<file path="src/rtl/tlp_reg_responder_pkg.sv">
// -----------------------------------------------------------------------------
// tlp_reg_responder_pkg
// Shared transceiver types for the register-access responder: action pipe
// records (RegRead / RegWrite / ErrorCode overlay), the two-QW completion
// layouts with their generators, the responder FSM states and the data word
// returned when a register read times out.
// -----------------------------------------------------------------------------
package tlp_reg_responder_pkg;

  localparam int REGADDR_NBITS = 10;

  typedef enum logic [1:0] {
    ACT_READ      = 2'd0,
    ACT_WRITE     = 2'd1,
    ACT_ERROR     = 2'd2,
    ACT_RESERVED2 = 2'd3
  } ActType;

  typedef struct packed {
    logic [REGADDR_NBITS-1:0] chan;
    logic [31:0]              data;
  } RegWrite;

  typedef struct packed {
    logic [REGADDR_NBITS-1:0] chan;
    logic [15:0]              reqID;
    logic [7:0]               tag;
    logic [7:0]               rsvd;
  } RegRead;

  typedef struct packed {
    logic [7:0]               code;
    logic [REGADDR_NBITS+23:0] rsvd;
  } ErrorCode;

  // All three payload views share the same 42 bits; typ selects the view.
  typedef union packed {
    RegWrite  wr;
    RegRead   rd;
    ErrorCode err;
  } ActPayload;

  typedef struct packed {
    ActType    typ;
    ActPayload payload;
  } Action;

  typedef enum logic [1:0] {
    H3DW_NODATA   = 2'd0,
    H4DW_NODATA   = 2'd1,
    H3DW_WITHDATA = 2'd2,
    H4DW_WITHDATA = 2'd3
  } TlpFmt;

  typedef enum logic [4:0] {
    MEM_RW     = 5'b00000,
    COMPLETION = 5'b01010
  } TlpType;

  // QW0: header DW1 in the upper half, header DW0 in the lower half.
  typedef struct packed {
    logic [15:0] cmpID;
    logic [2:0]  status;
    logic        bcm;
    logic [11:0] byteCount;
    logic        rsvd0;
    TlpFmt       fmt;
    TlpType      typ;
    logic        rsvd1;
    logic [2:0]  tc;
    logic [3:0]  rsvd2;
    logic        td;
    logic        ep;
    logic [1:0]  attr;
    logic [1:0]  rsvd3;
    logic [9:0]  dwCount;
  } Completion0;

  // QW1: payload DW in the upper half, header DW2 in the lower half.
  typedef struct packed {
    logic [31:0] data;
    logic [15:0] reqID;
    logic [7:0]  tag;
    logic [2:0]  rsvd;
    logic [3:0]  lowAddr;
    logic        nonAligned;
  } Completion1;

  typedef enum logic [1:0] {
    IDLE    = 2'd0,
    RD_WAIT = 2'd1,
    CMP0    = 2'd2,
    CMP1    = 2'd3
  } RspState;

  localparam logic [31:0] TIMEOUT_DATA   = 32'hDEADBEEF;
  localparam logic [11:0] REG_BYTE_COUNT = 12'd4;
  localparam logic [9:0]  REG_DW_COUNT   = 10'd1;

  function automatic Completion0 genRegCmp0(input logic [15:0] cmpID);
    Completion0 c;
    c           = '0;
    c.cmpID     = cmpID;
    c.byteCount = REG_BYTE_COUNT;
    c.fmt       = H3DW_WITHDATA;
    c.typ       = COMPLETION;
    c.dwCount   = REG_DW_COUNT;
    return c;
  endfunction

  function automatic Completion1 genRegCmp1(input logic [31:0] data,
                                            input logic [15:0] reqID,
                                            input logic [7:0]  tag,
                                            input logic [3:0]  lowAddr,
                                            input logic        nonAligned);
    Completion1 c;
    c            = '0;
    c.data       = data;
    c.reqID      = reqID;
    c.tag        = tag;
    c.lowAddr    = lowAddr;
    c.nonAligned = nonAligned;
    return c;
  endfunction

endpackage

</file>
<file path="src/rtl/tlp_reg_responder_if.sv">
// -----------------------------------------------------------------------------
// tlp_reg_responder_if
// Bundles the responder's three channels:
//   action pipe   : actData_in, actValid_in, actReady_out
//   register file : regWr{Addr,Data,Valid}_out, regRd{Addr,Req}_out,
//                   regRd{Data,Valid}_in
//   TX Avalon-ST  : txData_out, txValid_out, txSOP_out, txEOP_out, txReady_in
// master = responder side, slave = surrounding logic.
// -----------------------------------------------------------------------------
interface tlp_reg_responder_if;
  import tlp_reg_responder_pkg::*;

  Action                    actData_in;
  logic                     actValid_in;
  logic                     actReady_out;
  logic [REGADDR_NBITS-1:0] regWrAddr_out;
  logic [31:0]              regWrData_out;
  logic                     regWrValid_out;
  logic [REGADDR_NBITS-1:0] regRdAddr_out;
  logic                     regRdReq_out;
  logic [31:0]              regRdData_in;
  logic                     regRdValid_in;
  logic [63:0]              txData_out;
  logic                     txValid_out;
  logic                     txSOP_out;
  logic                     txEOP_out;
  logic                     txReady_in;

  modport master (
    input  actData_in, actValid_in, regRdData_in, regRdValid_in, txReady_in,
    output actReady_out, regWrAddr_out, regWrData_out, regWrValid_out,
           regRdAddr_out, regRdReq_out, txData_out, txValid_out, txSOP_out,
           txEOP_out
  );

  modport slave (
    output actData_in, actValid_in, regRdData_in, regRdValid_in, txReady_in,
    input  actReady_out, regWrAddr_out, regWrData_out, regWrValid_out,
           regRdAddr_out, regRdReq_out, txData_out, txValid_out, txSOP_out,
           txEOP_out
  );

endinterface

</file>
<file path="src/rtl/tlp_reg_responder.sv">
// -----------------------------------------------------------------------------
// tlp_reg_responder
// Serves register actions from the RX->TX action pipe: writes become one-cycle
// register-file strobes, reads are issued to the register file and answered
// with a two-QW completion TLP on the 64-bit TX stream. A read that gets no
// data within TIMEOUT_CYCLES completes with TIMEOUT_DATA and pulses timeout_out.
// Ports:
//   pcieClk_in    : clock, rising edge
//   pcieRst_in    : synchronous active-high reset
//   cfgBusDev_in  : completer ID used in QW0
//   bus           : action / register-file / TX channels (master modport)
//   timeout_out   : one-cycle pulse on read timeout
//   errCount_out  : saturating count of ACT_ERROR / ACT_RESERVED2 actions
// -----------------------------------------------------------------------------
module tlp_reg_responder
  import tlp_reg_responder_pkg::*;
#(
  parameter int unsigned TIMEOUT_CYCLES = 32'd64
) (
  input  logic                       pcieClk_in,
  input  logic                       pcieRst_in,
  input  logic [15:0]                cfgBusDev_in,
  tlp_reg_responder_if.master        bus,
  output logic                       timeout_out,
  output logic [7:0]                 errCount_out
);

  localparam logic [15:0] TIMEOUT_TERM = 16'(TIMEOUT_CYCLES - 32'd1);

  RspState                  state_r, state_s;
  logic                     ready_r, valid_r, sop_r, eop_r;
  logic                     wr_valid_r, rd_req_r, timeout_r;
  logic [REGADDR_NBITS-1:0] wr_addr_r, rd_chan_r;
  logic [31:0]              wr_data_r, rd_data_r;
  logic [15:0]              rd_req_id_r, cnt_r;
  logic [7:0]               rd_tag_r, err_cnt_r;
  logic                     acc_wr_s, acc_rd_s, acc_err_s;
  logic                     rd_done_s, rd_to_s;
  logic [63:0]              tx_data_s;

  // Next-state and per-cycle control decode.
  always_comb begin
    state_s   = state_r;
    acc_wr_s  = 1'b0;
    acc_rd_s  = 1'b0;
    acc_err_s = 1'b0;
    rd_done_s = 1'b0;
    rd_to_s   = 1'b0;
    case (state_r)
      IDLE: begin
        // ready_r is only ever high in IDLE, so acceptance lives here.
        if (bus.actValid_in && ready_r) begin
          case (bus.actData_in.typ)
            ACT_WRITE: acc_wr_s  = 1'b1;
            ACT_READ:  acc_rd_s  = 1'b1;
            default:   acc_err_s = 1'b1;
          endcase
        end else begin
          acc_wr_s = 1'b0;
        end
        if (acc_rd_s) begin
          state_s = RD_WAIT;
        end else begin
          state_s = IDLE;
        end
      end
      RD_WAIT: begin
        // Real data takes priority over a coincident timeout.
        if (bus.regRdValid_in) begin
          rd_done_s = 1'b1;
          state_s   = CMP0;
        end else if (cnt_r == TIMEOUT_TERM) begin
          rd_to_s = 1'b1;
          state_s = CMP0;
        end else begin
          state_s = RD_WAIT;
        end
      end
      CMP0: begin
        if (bus.txReady_in) begin
          state_s = CMP1;
        end else begin
          state_s = CMP0;
        end
      end
      CMP1: begin
        if (bus.txReady_in) begin
          state_s = IDLE;
        end else begin
          state_s = CMP1;
        end
      end
      default: state_s = IDLE;
    endcase
  end

  // FSM state register.
  always_ff @(posedge pcieClk_in) begin
    if (pcieRst_in) begin
      state_r <= IDLE;
    end else begin
      state_r <= state_s;
    end
  end

  // Registered handshake flags, strobes, latched read context and counters.
  always_ff @(posedge pcieClk_in) begin
    if (pcieRst_in) begin
      ready_r     <= 1'b0;
      valid_r     <= 1'b0;
      sop_r       <= 1'b0;
      eop_r       <= 1'b0;
      wr_valid_r  <= 1'b0;
      wr_addr_r   <= '0;
      wr_data_r   <= 32'd0;
      rd_req_r    <= 1'b0;
      rd_chan_r   <= '0;
      rd_req_id_r <= 16'd0;
      rd_tag_r    <= 8'd0;
      rd_data_r   <= 32'd0;
      cnt_r       <= 16'd0;
      timeout_r   <= 1'b0;
      err_cnt_r   <= 8'd0;
    end else begin
      // Flags follow the next state so they line up with state_r.
      ready_r    <= (state_s == IDLE);
      valid_r    <= (state_s == CMP0) || (state_s == CMP1);
      sop_r      <= (state_s == CMP0);
      eop_r      <= (state_s == CMP1);
      wr_valid_r <= acc_wr_s;
      rd_req_r   <= acc_rd_s;
      timeout_r  <= rd_to_s;
      if (acc_wr_s) begin
        wr_addr_r <= bus.actData_in.payload.wr.chan;
        wr_data_r <= bus.actData_in.payload.wr.data;
      end
      if (acc_rd_s) begin
        rd_chan_r   <= bus.actData_in.payload.rd.chan;
        rd_req_id_r <= bus.actData_in.payload.rd.reqID;
        rd_tag_r    <= bus.actData_in.payload.rd.tag;
        cnt_r       <= 16'd0;
      end else if ((state_r == RD_WAIT) && (cnt_r != TIMEOUT_TERM)) begin
        cnt_r <= cnt_r + 16'd1;
      end
      if (rd_done_s) begin
        rd_data_r <= bus.regRdData_in;
      end else if (rd_to_s) begin
        rd_data_r <= TIMEOUT_DATA;
      end
      if (acc_err_s && (err_cnt_r != 8'hFF)) begin
        err_cnt_r <= err_cnt_r + 8'd1;
      end
    end
  end

  // TX QW select; QW0 takes the completer ID live, QW1 is built from latched context.
  always_comb begin
    tx_data_s = 64'd0;
    case (state_r)
      CMP0:    tx_data_s = genRegCmp0(cfgBusDev_in);
      CMP1:    tx_data_s = genRegCmp1(rd_data_r, rd_req_id_r, rd_tag_r,
                                      rd_chan_r[4:1], rd_chan_r[0]);
      default: tx_data_s = 64'd0;
    endcase
  end

  assign bus.actReady_out   = ready_r;
  assign bus.regWrAddr_out  = wr_addr_r;
  assign bus.regWrData_out  = wr_data_r;
  assign bus.regWrValid_out = wr_valid_r;
  assign bus.regRdAddr_out  = rd_chan_r;
  assign bus.regRdReq_out   = rd_req_r;
  assign bus.txData_out     = tx_data_s;
  assign bus.txValid_out    = valid_r;
  assign bus.txSOP_out      = sop_r;
  assign bus.txEOP_out      = eop_r;
  assign timeout_out        = timeout_r;
  assign errCount_out       = err_cnt_r;

endmodule

</file>
<file path="src/flat_wrapper.sv">
// flat-port wrapper written by rule: the top's interface ports become plain ports
module tlp_reg_responder_flat import tlp_reg_responder_pkg::*;
#(
  parameter int unsigned TIMEOUT_CYCLES = 32'd64
)
  (pcieClk_in, pcieRst_in, cfgBusDev_in, timeout_out, errCount_out, bus_actData_in, bus_actValid_in, bus_regRdData_in, bus_regRdValid_in, bus_txReady_in, bus_actReady_out, bus_regWrAddr_out, bus_regWrData_out, bus_regWrValid_out, bus_regRdAddr_out, bus_regRdReq_out, bus_txData_out, bus_txValid_out, bus_txSOP_out, bus_txEOP_out);
  tlp_reg_responder_if bus_i ();
  input  logic pcieClk_in;
  input  logic pcieRst_in;
  input  logic [15:0] cfgBusDev_in;
  output logic timeout_out;
  output logic [7:0] errCount_out;
  input wire logic [$bits(bus_i.actData_in)-1:0] bus_actData_in;
  input wire logic [$bits(bus_i.actValid_in)-1:0] bus_actValid_in;
  input wire logic [$bits(bus_i.regRdData_in)-1:0] bus_regRdData_in;
  input wire logic [$bits(bus_i.regRdValid_in)-1:0] bus_regRdValid_in;
  input wire logic [$bits(bus_i.txReady_in)-1:0] bus_txReady_in;
  output wire logic [$bits(bus_i.actReady_out)-1:0] bus_actReady_out;
  output wire logic [$bits(bus_i.regWrAddr_out)-1:0] bus_regWrAddr_out;
  output wire logic [$bits(bus_i.regWrData_out)-1:0] bus_regWrData_out;
  output wire logic [$bits(bus_i.regWrValid_out)-1:0] bus_regWrValid_out;
  output wire logic [$bits(bus_i.regRdAddr_out)-1:0] bus_regRdAddr_out;
  output wire logic [$bits(bus_i.regRdReq_out)-1:0] bus_regRdReq_out;
  output wire logic [$bits(bus_i.txData_out)-1:0] bus_txData_out;
  output wire logic [$bits(bus_i.txValid_out)-1:0] bus_txValid_out;
  output wire logic [$bits(bus_i.txSOP_out)-1:0] bus_txSOP_out;
  output wire logic [$bits(bus_i.txEOP_out)-1:0] bus_txEOP_out;
  assign bus_i.actData_in = bus_actData_in;
  assign bus_i.actValid_in = bus_actValid_in;
  assign bus_i.regRdData_in = bus_regRdData_in;
  assign bus_i.regRdValid_in = bus_regRdValid_in;
  assign bus_i.txReady_in = bus_txReady_in;
  assign bus_actReady_out = bus_i.actReady_out;
  assign bus_regWrAddr_out = bus_i.regWrAddr_out;
  assign bus_regWrData_out = bus_i.regWrData_out;
  assign bus_regWrValid_out = bus_i.regWrValid_out;
  assign bus_regRdAddr_out = bus_i.regRdAddr_out;
  assign bus_regRdReq_out = bus_i.regRdReq_out;
  assign bus_txData_out = bus_i.txData_out;
  assign bus_txValid_out = bus_i.txValid_out;
  assign bus_txSOP_out = bus_i.txSOP_out;
  assign bus_txEOP_out = bus_i.txEOP_out;
  tlp_reg_responder #(.TIMEOUT_CYCLES(TIMEOUT_CYCLES)) u_core (.pcieClk_in(pcieClk_in), .pcieRst_in(pcieRst_in), .cfgBusDev_in(cfgBusDev_in), .bus(bus_i), .timeout_out(timeout_out), .errCount_out(errCount_out));
endmodule
</file>
<file path="config.mk">
export PLATFORM = sky130hd
export DESIGN_NAME = tlp_reg_responder_flat
export DESIGN_NICKNAME = d
export VERILOG_FILES = /design/src/rtl/tlp_reg_responder_pkg.sv /design/src/rtl/tlp_reg_responder_if.sv /design/src/rtl/tlp_reg_responder.sv /design/src/flat_wrapper.sv
export SDC_FILE = /design/constraint.sdc
export NUM_CORES = 1
export LEC_CHECK = 0
export CAP_MARGIN = 20
export CORE_ASPECT_RATIO = 0.6
export CORE_MARGIN = 1
export CORE_UTILIZATION = 44
export DETAILED_ROUTE_END_ITERATION = 6
export PLACE_DENSITY_LB_ADDON = 0.15
export SYNTH_ARGS = -nofsm -noshare
export SYNTH_HDL_FRONTEND = slang
export SYNTH_SLANG_ARGS = --single-unit
</file>
<file path="constraint.sdc">
create_clock -name pcieClk_in -period 2.2 [get_ports pcieClk_in]
set_clock_uncertainty 0.2 [all_clocks]
set_input_delay 0.22 -clock pcieClk_in [delete_from_list [all_inputs] [get_ports pcieClk_in]]
set_output_delay 0.22 -clock pcieClk_in [all_outputs]
set_load 0.1 [all_outputs]
</file>
### Yosys cells after proc, flatten, opt, wreduce, memory -nomap -nowiden

Cells that the tools add are included.

| word-level totals | value |
|---|---|
| bits in latches | 0 |
| output and inout bits | 131 |
| input bits | 97 |
| memory bits (writable) | 0 |
| memories | 0 |
| flip-flop bits (word level) | 141 |
| logic and storage cells | 61 |
| ROM bits | 0 |

| cells by class | value |
|---|---|
| reductions and logical operators | 10 |
| magnitude comparators | 0 |
| multiplexer cells | 24 |
| shift operators | 0 |
| eq/ne operators | 9 |
| div/mod/pow operators | 0 |
| multipliers | 0 |
| bitwise logic cells | 0 |
| add/sub/neg operators | 2 |

Operators by type and width:

| kind | count |
|---|---|
| $pmux 64 s2 | 1 |
| $mux 32 | 2 |
| $mux 1 | 17 |
| $add 16x1->16 const B | 1 |
| $eq 16x6->1 const B | 1 |
| $ne 16x6->1 const B | 1 |
| $add 8x1->8 const B | 1 |
| $eq 2x2->1 const B | 4 |
| $ne 8x8->1 const B | 1 |
| $pmux 2 s4 | 1 |
| $logic_not 2->1 | 3 |
| $mux 2 | 3 |
| $eq 2x1->1 const B | 2 |
| $reduce_or 2->1 | 2 |
| $logic_and 1x1->1 | 3 |
| $reduce_bool 2->1 | 1 |
| $logic_or 1x1->1 | 1 |

### Depth between registers and ports, before layout

Gate-level depths: netlist (run 1).

| depth | value |
|---|---|
| depth in word-level cells | 8 |
| gate-level depth with buffers | 7 |
| mapped depth without buffers | 5 |

### Worst setup path after synthesis (run 1)

OpenSTA, ideal clock, no wires.

| path | value |
|---|---|
| path type | reg2out |
| from | reg u_core.rd_chan_r[0], in the netlist u_core.bus.regRdAddr_out[0] |
| to | out bus_txData_out[0] |
| required time | 1780 ps |
| path slack | -1434 ps |
| path buffers | 0 |
| stages on the path, launching flop included | 3 |
| arrival time | 3214 ps |
| cell sequence | dfxtp_1 > inv_1 > a21boi_0 |

| on the way | value |
|---|---|
| cells in the longest elaborated chain, start to end | 1 |

RTL lines:

| item | RTL line | source |
|---|---|---|
| from (decl) | tlp_reg_responder.sv:33 | `logic [REGADDR_NBITS-1:0] wr_addr_r, rd_chan_r;` |
| from (signal assigned) | tlp_reg_responder.sv:138 | `rd_chan_r <= bus.actData_in.payload.rd.chan;` |
| $pmux 64 s2 | tlp_reg_responder.sv:159 | `case (state_r)` |
| to (decl) | flat_wrapper.sv:24 | `output wire logic [$bits(bus_i.txData_out)-1:0] bus_txData_out;` |

No other way between the ends.

### Worst setup path after layout (run 1)

| path | value |
|---|---|
| from | reg u_core.state_r[1] |
| to | out bus_txData_out[30] |

| on the way | value |
|---|---|
| cells in the longest elaborated chain, start to end | 2 |
| elaborated cells on any way between the ends | 3 |
| classes of those cells | eq/ne: 2; mux: 1 |

RTL lines:

| item | RTL line | source |
|---|---|---|
| from (decl) | tlp_reg_responder.sv:30 | `RspState state_r, state_s;` |
| from (signal assigned) | tlp_reg_responder.sv:102 | `state_r <= state_s;` |
| $eq 2x2->1 | tlp_reg_responder.sv:159 |  |
| $pmux 64 s2 (*) | tlp_reg_responder.sv:159 |  |

Every way passes the cells marked *; elsewhere a longest branch is shown, timed or not.

==> results.md, run 1 <==
* First-pass GRT wire length at 30400 um
* Synth unique cells at 45
* Minimum hold slack at 76.4 ps
* PD cells at 663 nW/um^2
* DRT iter0 DRCs at 378
* Reg area at 2840 um^2
* Leak at 0.00374 uW
* Post-DRT Antenna Nets at 0
* Clock Sinks at 141
* Most used flip-flop cell after synthesis: dfxtp_1
* Antenna cells at 0
* Max_slew headroom at 0.663
* CTS Buffer Depth at 2
* Setup Crit Path Kind: reg2out
* Max Cap Viol at 0
* Hold Path Depth at 2
* CTS Hold Bufs at 0
* I/O Pins at 228
* Final global-route overflow total at 0
* Measured slew at the worst slew-check pin at 505 ps
* Fill cell count at 971
* Critical path peak fanout at 39
* Final Hold Fails at 0
* RSZ-0062 raised after global routing: false
* Detailed-route via count at 6098
* Port buffer count at 224
* Vias in the first global route at 5986
* Total Wirelength at 19300 um
* Initial antenna violation count at 0
* Die area at 14300 um^2
* DR vias/cell at 5.38
* Initial core utilization at 0.462
* Crit share post-route at 0.972
* CTS Buf Count at 17
* FMAX at 468 MHz
* Core region area at 13100 um^2
* Met3 WL at 1830 um
* CTS Root Cell: clkbuf_16
* Status: completed
* Setup crit end kind: output port
* GRT Util Overall at 0.272
* CP Data Required Time at 1780 ps
* Synthesized flop and latch total at 141
* Post-Synthesis Cells at 743
* Die Ht at 93.0 um
* Per-cell routed wire length at 17.0 um
* GPL Wtd Cong at 0.935
* Worst R2R Path Depth at 6
* Clk_lat worst skew at 410 ps
* Max-slew violation count at 0
* Peak supply drop at 0.520 mV
* CTS tree: yes
* Mapped Area at 6070 um^2
* EDFF count, synth at 0
* Post-DP HPWL at 13400 um
* Setup_tns at 0 ps
* Ratio of cells with drive above 1 in the final layout at 0.251
* Largest net degree at the start of global routing at 94
* # rows at 32
* FFs w/ async S/R, synth at 0
* Post-layout min period at 2140 ps
* Die Wd at 154 um
* Top layer used by detailed routing: met4
* Tot Pwr at 6430 uW
* Post-route DRC at 0
* Finish-stage setup viols at 0
* Crit path DAT at 1720 ps
* Sequential area share after synthesis at 0.465
* Synthesis Warnings at 0
* Area of the multi-input gates at 2990 um^2
* Met2 wire len at 8890 um
* Number of post-CTS setup repair buffers at 0
* Mean Syn Cell Area at 8.17 um^2
* Worst-path clk slew at 60 ps
* HP Class: in2reg
* M1 WL at 8340 um
* Worst Setup Start Kind: flop
* Final #Nets at 1049
* Drt first pass iters at 5
* H-Tree Level Count at 4
* Area growth syn-to-layout at 59.7%
cell usage after synthesis, drive strengths merged (3+ instances only):
cell type / instances / share of area
nand2: 171 / 0.11
dfxtp: 141 / 0.46
a21oi: 100 / 0.082
and3: 44 / 0.045
clkbuf: 41 / 0.025
nor2: 36 / 0.022
inv: 29 / 0.018
a211oi: 26 / 0.047
buf: 18 / 0.019
nor2b: 18 / 0.019
mux2i: 17 / 0.028
nand3: 16 / 0.013
o21ai: 10 / 0.0082
a22oi: 8 / 0.0099
or3: 8 / 0.0082
xor2: 8 / 0.012
nand4: 7 / 0.0072
o211ai: 6 / 0.0097
or4: 6 / 0.0074
a21boi: 5 / 0.0062
and4: 4 / 0.0062
and2: 3 / 0.0031
nor4: 3 / 0.0066
layout make-up:
class | instances | share of cell area
inverter | 29 | 0.0112
tap | 170 | 0.0219
clock inverter | 12 | 0.0164
multi-input combinational | 516 | 0.308
sequential | 141 | 0.292
timing repair buffer | 245 | 0.303
clock buffer | 20 | 0.0471
metal layers:
layer,up-vias,global-route usage
li1,2934,-
met1,2884,0.334
met2,255,0.446
met3,25,0.101
met4,0,0.0792
met5,-,0
path summary, 6_finish.rpt:
check	start	to	slack, ps
worst min-delay path	pcieRst_in	u_core.state_r[1]$_SDFF_PP0_	80
worst max-delay path	u_core.state_r[1]$_SDFF_PP0_	bus_txData_out[30]	60
worst min register to register	u_core.rd_req_id_r[0]$_SDFFE_PP0P_	u_core.rd_req_id_r[0]$_SDFFE_PP0P_	250
worst max register to register	u_core.cnt_r[0]$_SDFFE_PP0P_	u_core.rd_data_r[0]$_SDFFE_PP0P_	230
state kept, by name, indices dropped and copies added, names as in the netlist:
name	flops
u_core.bus.actReady_out	1
u_core.bus.regRdAddr_out	10
u_core.bus.regRdReq_out	1
u_core.bus.regWrAddr_out	10
u_core.bus.regWrData_out	32
u_core.bus.regWrValid_out	1
u_core.bus.txEOP_out	1
u_core.bus.txSOP_out	1
u_core.bus.txValid_out	1
u_core.cnt_r	16
u_core.errCount_out	8
u_core.rd_data_r	32
u_core.rd_req_id_r	16
u_core.rd_tag_r	8
u_core.state_r	2
u_core.timeout_out	1
worst max-delay path, stage by stage (launching register included):
cell and delay, ps:
dfxtp_2 400, buf_4 210, buf_12 200, a21boi_2 270
buf_12 200
cells by family (layout without fill, tap and decap cells):
family / after synthesis / after routing / synth area share
XOR/XNOR: 8 / 8 / 0.0115
flip-flops: 141 / 141 / 0.465
other: 1 / 3 / 0.000617
AO/OA/AOI/OAI: 162 / 162 / 0.173
buffers and inverters: 88 / 306 / 0.0624
multiplexers: 17 / 17 / 0.0280
adder cells (fa/ha/maj): 2 / 2 / 0.00412
AND/OR/NAND/NOR: 324 / 324 / 0.256
per-stage QoR:
stage,worst slack [ps],instances,instance area (um^2),utilization
after floorplan,-225,745,6170,-
after global placement,63.7,1101,9070,0.690
after detailed placement,23.2,1101,9070,0.690
after CTS,8.40,1133,9690,0.738
after global routing,6.49,1133,9700,0.739
final,62.5,1133,9700,0.739
timing repair:
action	in CTS	in global routing
endpoints found under the hold margin	0	0
cloned	0	0
pin swaps	0	0
resized for setup	2	2
endpoints found under the setup margin	39	6
cell usage in the layout (no fill, tap or decap), types with 18 or more instances in the layout:
cell	instances
nand2_1	171
dfxtp_1	131
a21oi_1	100
clkdlybuf4s50_1	95
buf_4	81
buf_12	69
and3_1	40
nor2_1	36
inv_1	29
a211oi_2	18
where the power goes:
part / switching [uW] / internal [uW]
Sequential: 32.6 / 2610
Clock: 1150 / 1860
Combinational: 488 / 297
No activity file was read; power rests on OpenSTA's default activity.
==> inputs of run 2 (changes only) <==
Settings changed: REMOVE_ABC_BUFFERS set to 1.
Clock period 2.2 ns to 2.3 ns, I/O delays scaled along.
==> run 2 against run 1 <==
Against the previous run:
- first-iteration DRC count shrank 24%
- total power shrank 5.6%
- via count shrank 1.5%
- count of clock-buffer cells in the layout shrank 1
- non-clock buffer count grew 1
- critical endpoint is now bus_txData_out[63]
==> results.md, run 2 (synthesized netlist as in run 1, its figures left out) <==
* Status: completed
* CTS Buf Count at 17
* Measured slew at the worst slew-check pin at 594 ps
* Clk_lat worst skew at 410 ps
* Initial core utilization at 0.462
* Number of post-CTS setup repair buffers at 0
* CTS Buffer Depth at 2
* GRT Util Overall at 0.258
* First-pass GRT wire length at 29100 um
* H-Tree Level Count at 4
* Max-slew violation count at 0
* Port buffer count at 224
* Largest net degree at the start of global routing at 56
* Post-DP HPWL at 13100 um
* Placed Cells at 1102
* Worst R2R Path Depth at 6
* Hold Path Depth at 2
* Fill cell count at 956
* Crit share post-route at 0.968
* Post-DP Area at 8950 um^2
* Total Wirelength at 18500 um
* Post-layout min period at 2230 ps
* Final global-route overflow total at 0
* Die Ht at 93.0 um
* CTS tree: yes
* Setup Crit Path Kind: reg2out
* CP Data Required Time at 1870 ps
* Peak supply drop at 0.428 mV
* PD cells at 634 nW/um^2
* Initial antenna violation count at 0
* Crit path DAT at 1800 ps
* Drt first pass iters at 4
* Die Wd at 154 um
* HP Class: in2reg
* Max Cap Viol at 0
* Critical path peak fanout at 37
* Leak at 0.00371 uW
* CTS Hold Bufs at 0
* CTS Root Cell: clkbuf_16
* Area of the multi-input gates at 2910 um^2
* Max_slew headroom at 0.604
* DRT iter0 DRCs at 287
* Worst-path clk slew at 60 ps
* Core region area at 13100 um^2
* Reg area at 2830 um^2
* RSZ-0062 raised after global routing: false
* Die area at 14300 um^2
* # rows at 32
* Post-route DRC at 0
* Ratio of cells with drive above 1 in the final layout at 0.220
* I/O Pins at 228
* Area growth syn-to-layout at 57.6%
* DR vias/cell at 5.30
* Tot Pwr at 6070 uW
* Per-cell routed wire length at 16.3 um
* Final #Nets at 1050
* Worst Setup Start Kind: flop
* GPL Wtd Cong at 0.841
* Clock Sinks at 141
* Finish-stage setup viols at 0
* Finished Layout Cells at 1133
* Setup crit end kind: output port
* Commonest non-fill, non-tap cells in the layout: nand2_1 (171), dfxtp_1 (139), a21oi_1 (100)
* Fin area at 9570 um^2
* Antenna cells at 0
* Commonest non-fill, non-tap cell in the layout: nand2_1
* Post-DRT Antenna Nets at 0
* Detailed-route via count at 6006
* FMAX at 449 MHz
* Vias in the first global route at 5876
* Final Hold Fails at 0
-- run 2: path summary, 6_finish.rpt --
check	end	startpoint	slack, ps
setup reg to reg	u_core.rd_data_r[31]$_SDFFE_PP0P_	u_core.cnt_r[1]$_SDFFE_PP0P_	200
hold reg to reg	u_core.rd_data_r[3]$_SDFFE_PP0P_	u_core.rd_data_r[3]$_SDFFE_PP0P_	250
hold / removal	u_core.errCount_out[1]$_SDFFE_PP0P_	pcieRst_in	20
setup / recovery	bus_txData_out[63]	u_core.state_r[0]$_SDFF_PP0_	70
-- run 2: critical path, cell delays in order (launching register included) --
cell and delay, ps:
dfxtp_2 530, buf_12 260, mux2i_1 130, nor2b_1 230, buf_12 210
-- run 2: report_power, final --
group	internal, uW	total [uW]	switching [uW]	leakage (uW)
registers	2490	2520	32.2	0.00114
logic	278	734	456	0.00229
clock network	1740	2810	1070	0.000282
-- run 2: final cells by class --
| class | count | share of cell area |
|---|---|---|
| inverters | 29 | 0.0114 |
| repair buffers | 246 | 0.304 |
| clock buffers | 19 | 0.0463 |
| flip-flops and latches | 141 | 0.295 |
| clock inverters | 12 | 0.0171 |
| well taps | 170 | 0.0222 |
| multi-input cells | 516 | 0.304 |
-- run 2: timing repair --
item                       CTS  global route
hold endpoints to repair     0             0
resized for setup            1             7
setup endpoints to repair    1            16
-- run 2: through the flow --
stage | setup WS, ps | util | hold slack [ps] | TNS (ps)
after floorplan | -1430 | - | 94.6 | -174590
after global placement | 107 | 0.681 | 238 | 0
after detailed placement | 101 | 0.681 | 238 | 0
after CTS | 19.0 | 0.728 | 11.2 | 0
after global routing | 0.991 | 0.729 | 30.8 | 0
final | 73.6 | 0.729 | 22.1 | 0
-- run 2: per-layer routing --
layer | up-vias | GRT usage | routed length [um]
met5 | - | 0 | 0
met2 | 215 | 0.414 | 8580
li1 | 2937 | - | -
met1 | 2827 | 0.328 | 8220
met3 | 27 | 0.0820 | 1350
met4 | 0 | 0.0875 | 324
==> inputs of run 3 (changes only) <==
Settings changed: SKIP_LAST_GASP set to 1.
==> run 3 against run 2 <==
Against the previous run:
- critical path depth decreased by 1
- cell count stayed put
- non-clock buffer count stayed put
- wire length is essentially flat
- critical endpoint is now bus_txData_out[27]
- combinational power about the same
- worst hold slack is essentially flat
- die area stayed put
- register-to-register slack barely moved
- sequential power barely moved
- global-route usage unchanged
- sequential cell count is the same
==> results.md, run 3 (synthesized netlist as in run 1, its figures left out) <==
* Measured slew at the worst slew-check pin at 595 ps
* Detailed-route via count at 6010
* Internal at 4510 uW
* Fill cell count at 956
* Per-cell routed wire length at 16.3 um
* Minimum hold slack at 22.1 ps
* Largest net degree at the start of global routing at 56
* Antenna cells at 0
* Peak supply drop at 0.428 mV
* NetSw at 1560 uW
* Core region area at 13100 um^2
* Combinational Power Share at 0.121
* Commonest non-fill, non-tap cells in the layout: nand2_1 (171), dfxtp_1 (139), a21oi_1 (100)
* Critical path peak fanout at 26
* Die Ht at 93.0 um
* Clock Sinks at 141
* Area growth syn-to-layout at 57.6%
* # rows at 32
* RSZ-0062 raised after global routing: true
* Clk network pwr share at 0.463
* Setup crit end kind: output port
* CTS Buffer Depth at 2
* GPL Wtd Cong at 0.841
* Reg area at 2830 um^2
* FMAX at 447 MHz
* DRT iter0 DRCs at 288
* Max Cap Viol at 0
* Tot Pwr at 6070 uW
* Max-slew violation count at 0
* Leak at 0.00371 uW
* Total Wirelength at 18500 um
* Die area at 14300 um^2
* CP Data Required Time at 1870 ps
* Crit path DAT at 1810 ps
* Die Wd at 154 um
* Final Util at 0.729
* Port buffer count at 224
* Reg2reg setup slack at 200 ps
* I/O Pins at 228
* Area of the multi-input gates at 2910 um^2
* Switch share at 0.257
* Fin area at 9570 um^2
* Final Hold Fails at 0
* Max_slew headroom at 0.603
* Crit share post-route at 0.973
* H-Tree Level Count at 4
* CTS tree: yes
* GRT Util Overall at 0.258
* HP Class: in2reg
* Worst Setup Start Kind: flop
* Status: completed
* Post-DRT Antenna Nets at 0
* Clk_lat worst skew at 410 ps
* CTS Root Cell: clkbuf_16
* DR vias/cell at 5.30
* Number of post-CTS setup repair buffers at 0
* PD cells at 634 nW/um^2
* Sequential power share at 0.416
* First-pass GRT wire length at 29100 um
* Final #Nets at 1050
* Setup_tns at 0 ps
* Finish-stage setup viols at 0
* Setup Crit Path Kind: reg2out
* Drt first pass iters at 4
* Final global-route overflow total at 0
* Post-DP HPWL at 13100 um
* Ratio of cells with drive above 1 in the final layout at 0.220
* Post-DP Area at 8950 um^2
* Initial antenna violation count at 0
* Post-route DRC at 0
* Vias in the first global route at 5876
* Initial core utilization at 0.462
* Commonest non-fill, non-tap cell in the layout: nand2_1
* Worst-path clk slew at 60 ps
* CTS Buf Count at 17
* Post-layout min period at 2240 ps
run 3: worst max-delay path, cell delays in order, from the launching register on:
cell and delay (ps):
dfxtp_2 460, buf_4 330, a21boi_0 370, buf_12 230
run 3: final timing paths:
path / from / endpoint / depth (start not counted)
max reg2reg: u_core.cnt_r[1]$_SDFFE_PP0P_ / u_core.rd_data_r[31]$_SDFFE_PP0P_ / 6
max: u_core.state_r[1]$_SDFF_PP0_ / bus_txData_out[27] / 3
min: pcieRst_in / u_core.errCount_out[1]$_SDFFE_PP0P_ / 2
min reg2reg: u_core.rd_data_r[3]$_SDFFE_PP0P_ / u_core.rd_data_r[3]$_SDFFE_PP0P_ / 2
run 3: power by group through the flow:
stage	sequential (uW)	combinational (uW)	clock, uW
after floorplan	2750	190	0
after global placement	2570	717	0
after detailed placement	2580	730	0
after CTS	2520	732	2850
after global routing	2530	769	2960
final	2520	734	2810
run 3: timing repair:
action,CTS,global route
setup endpoints to repair,1,16
hold buffers,0,0
hold endpoints to repair,0,0
gates resized for setup,1,6
pin swaps,0,0
run 3: layout make-up:
| type | instances | area share |
|---|---|---|
| Sequential cell | 141 | 0.295 |
| Clock buffer | 19 | 0.0463 |
| Tap cell | 170 | 0.0222 |
| Inverter | 29 | 0.0114 |
| Multi-Input combinational cell | 516 | 0.304 |
| Clock inverter | 12 | 0.0171 |
| Timing Repair Buffer | 246 | 0.304 |
run 3: per-stage QoR:
step,instances,worst slack (ps)
6_report,1133,61.5
5_1_grt,1133,-9.87
4_1_cts,1133,19.0
3_5_place_dp,1102,101
3_3_place_gp,1102,107
2_1_floorplan,686,-1430
run 3: routing by layer:
metal / track usage / wire length [um] / vias to the layer above
li1: - / - / 2937
met1: 0.328 / 8220 / 2830
met2: 0.414 / 8580 / 216
met3: 0.0820 / 1350 / 27
met4: 0.0875 / 324 / 0
met5: 0 / 0 / -
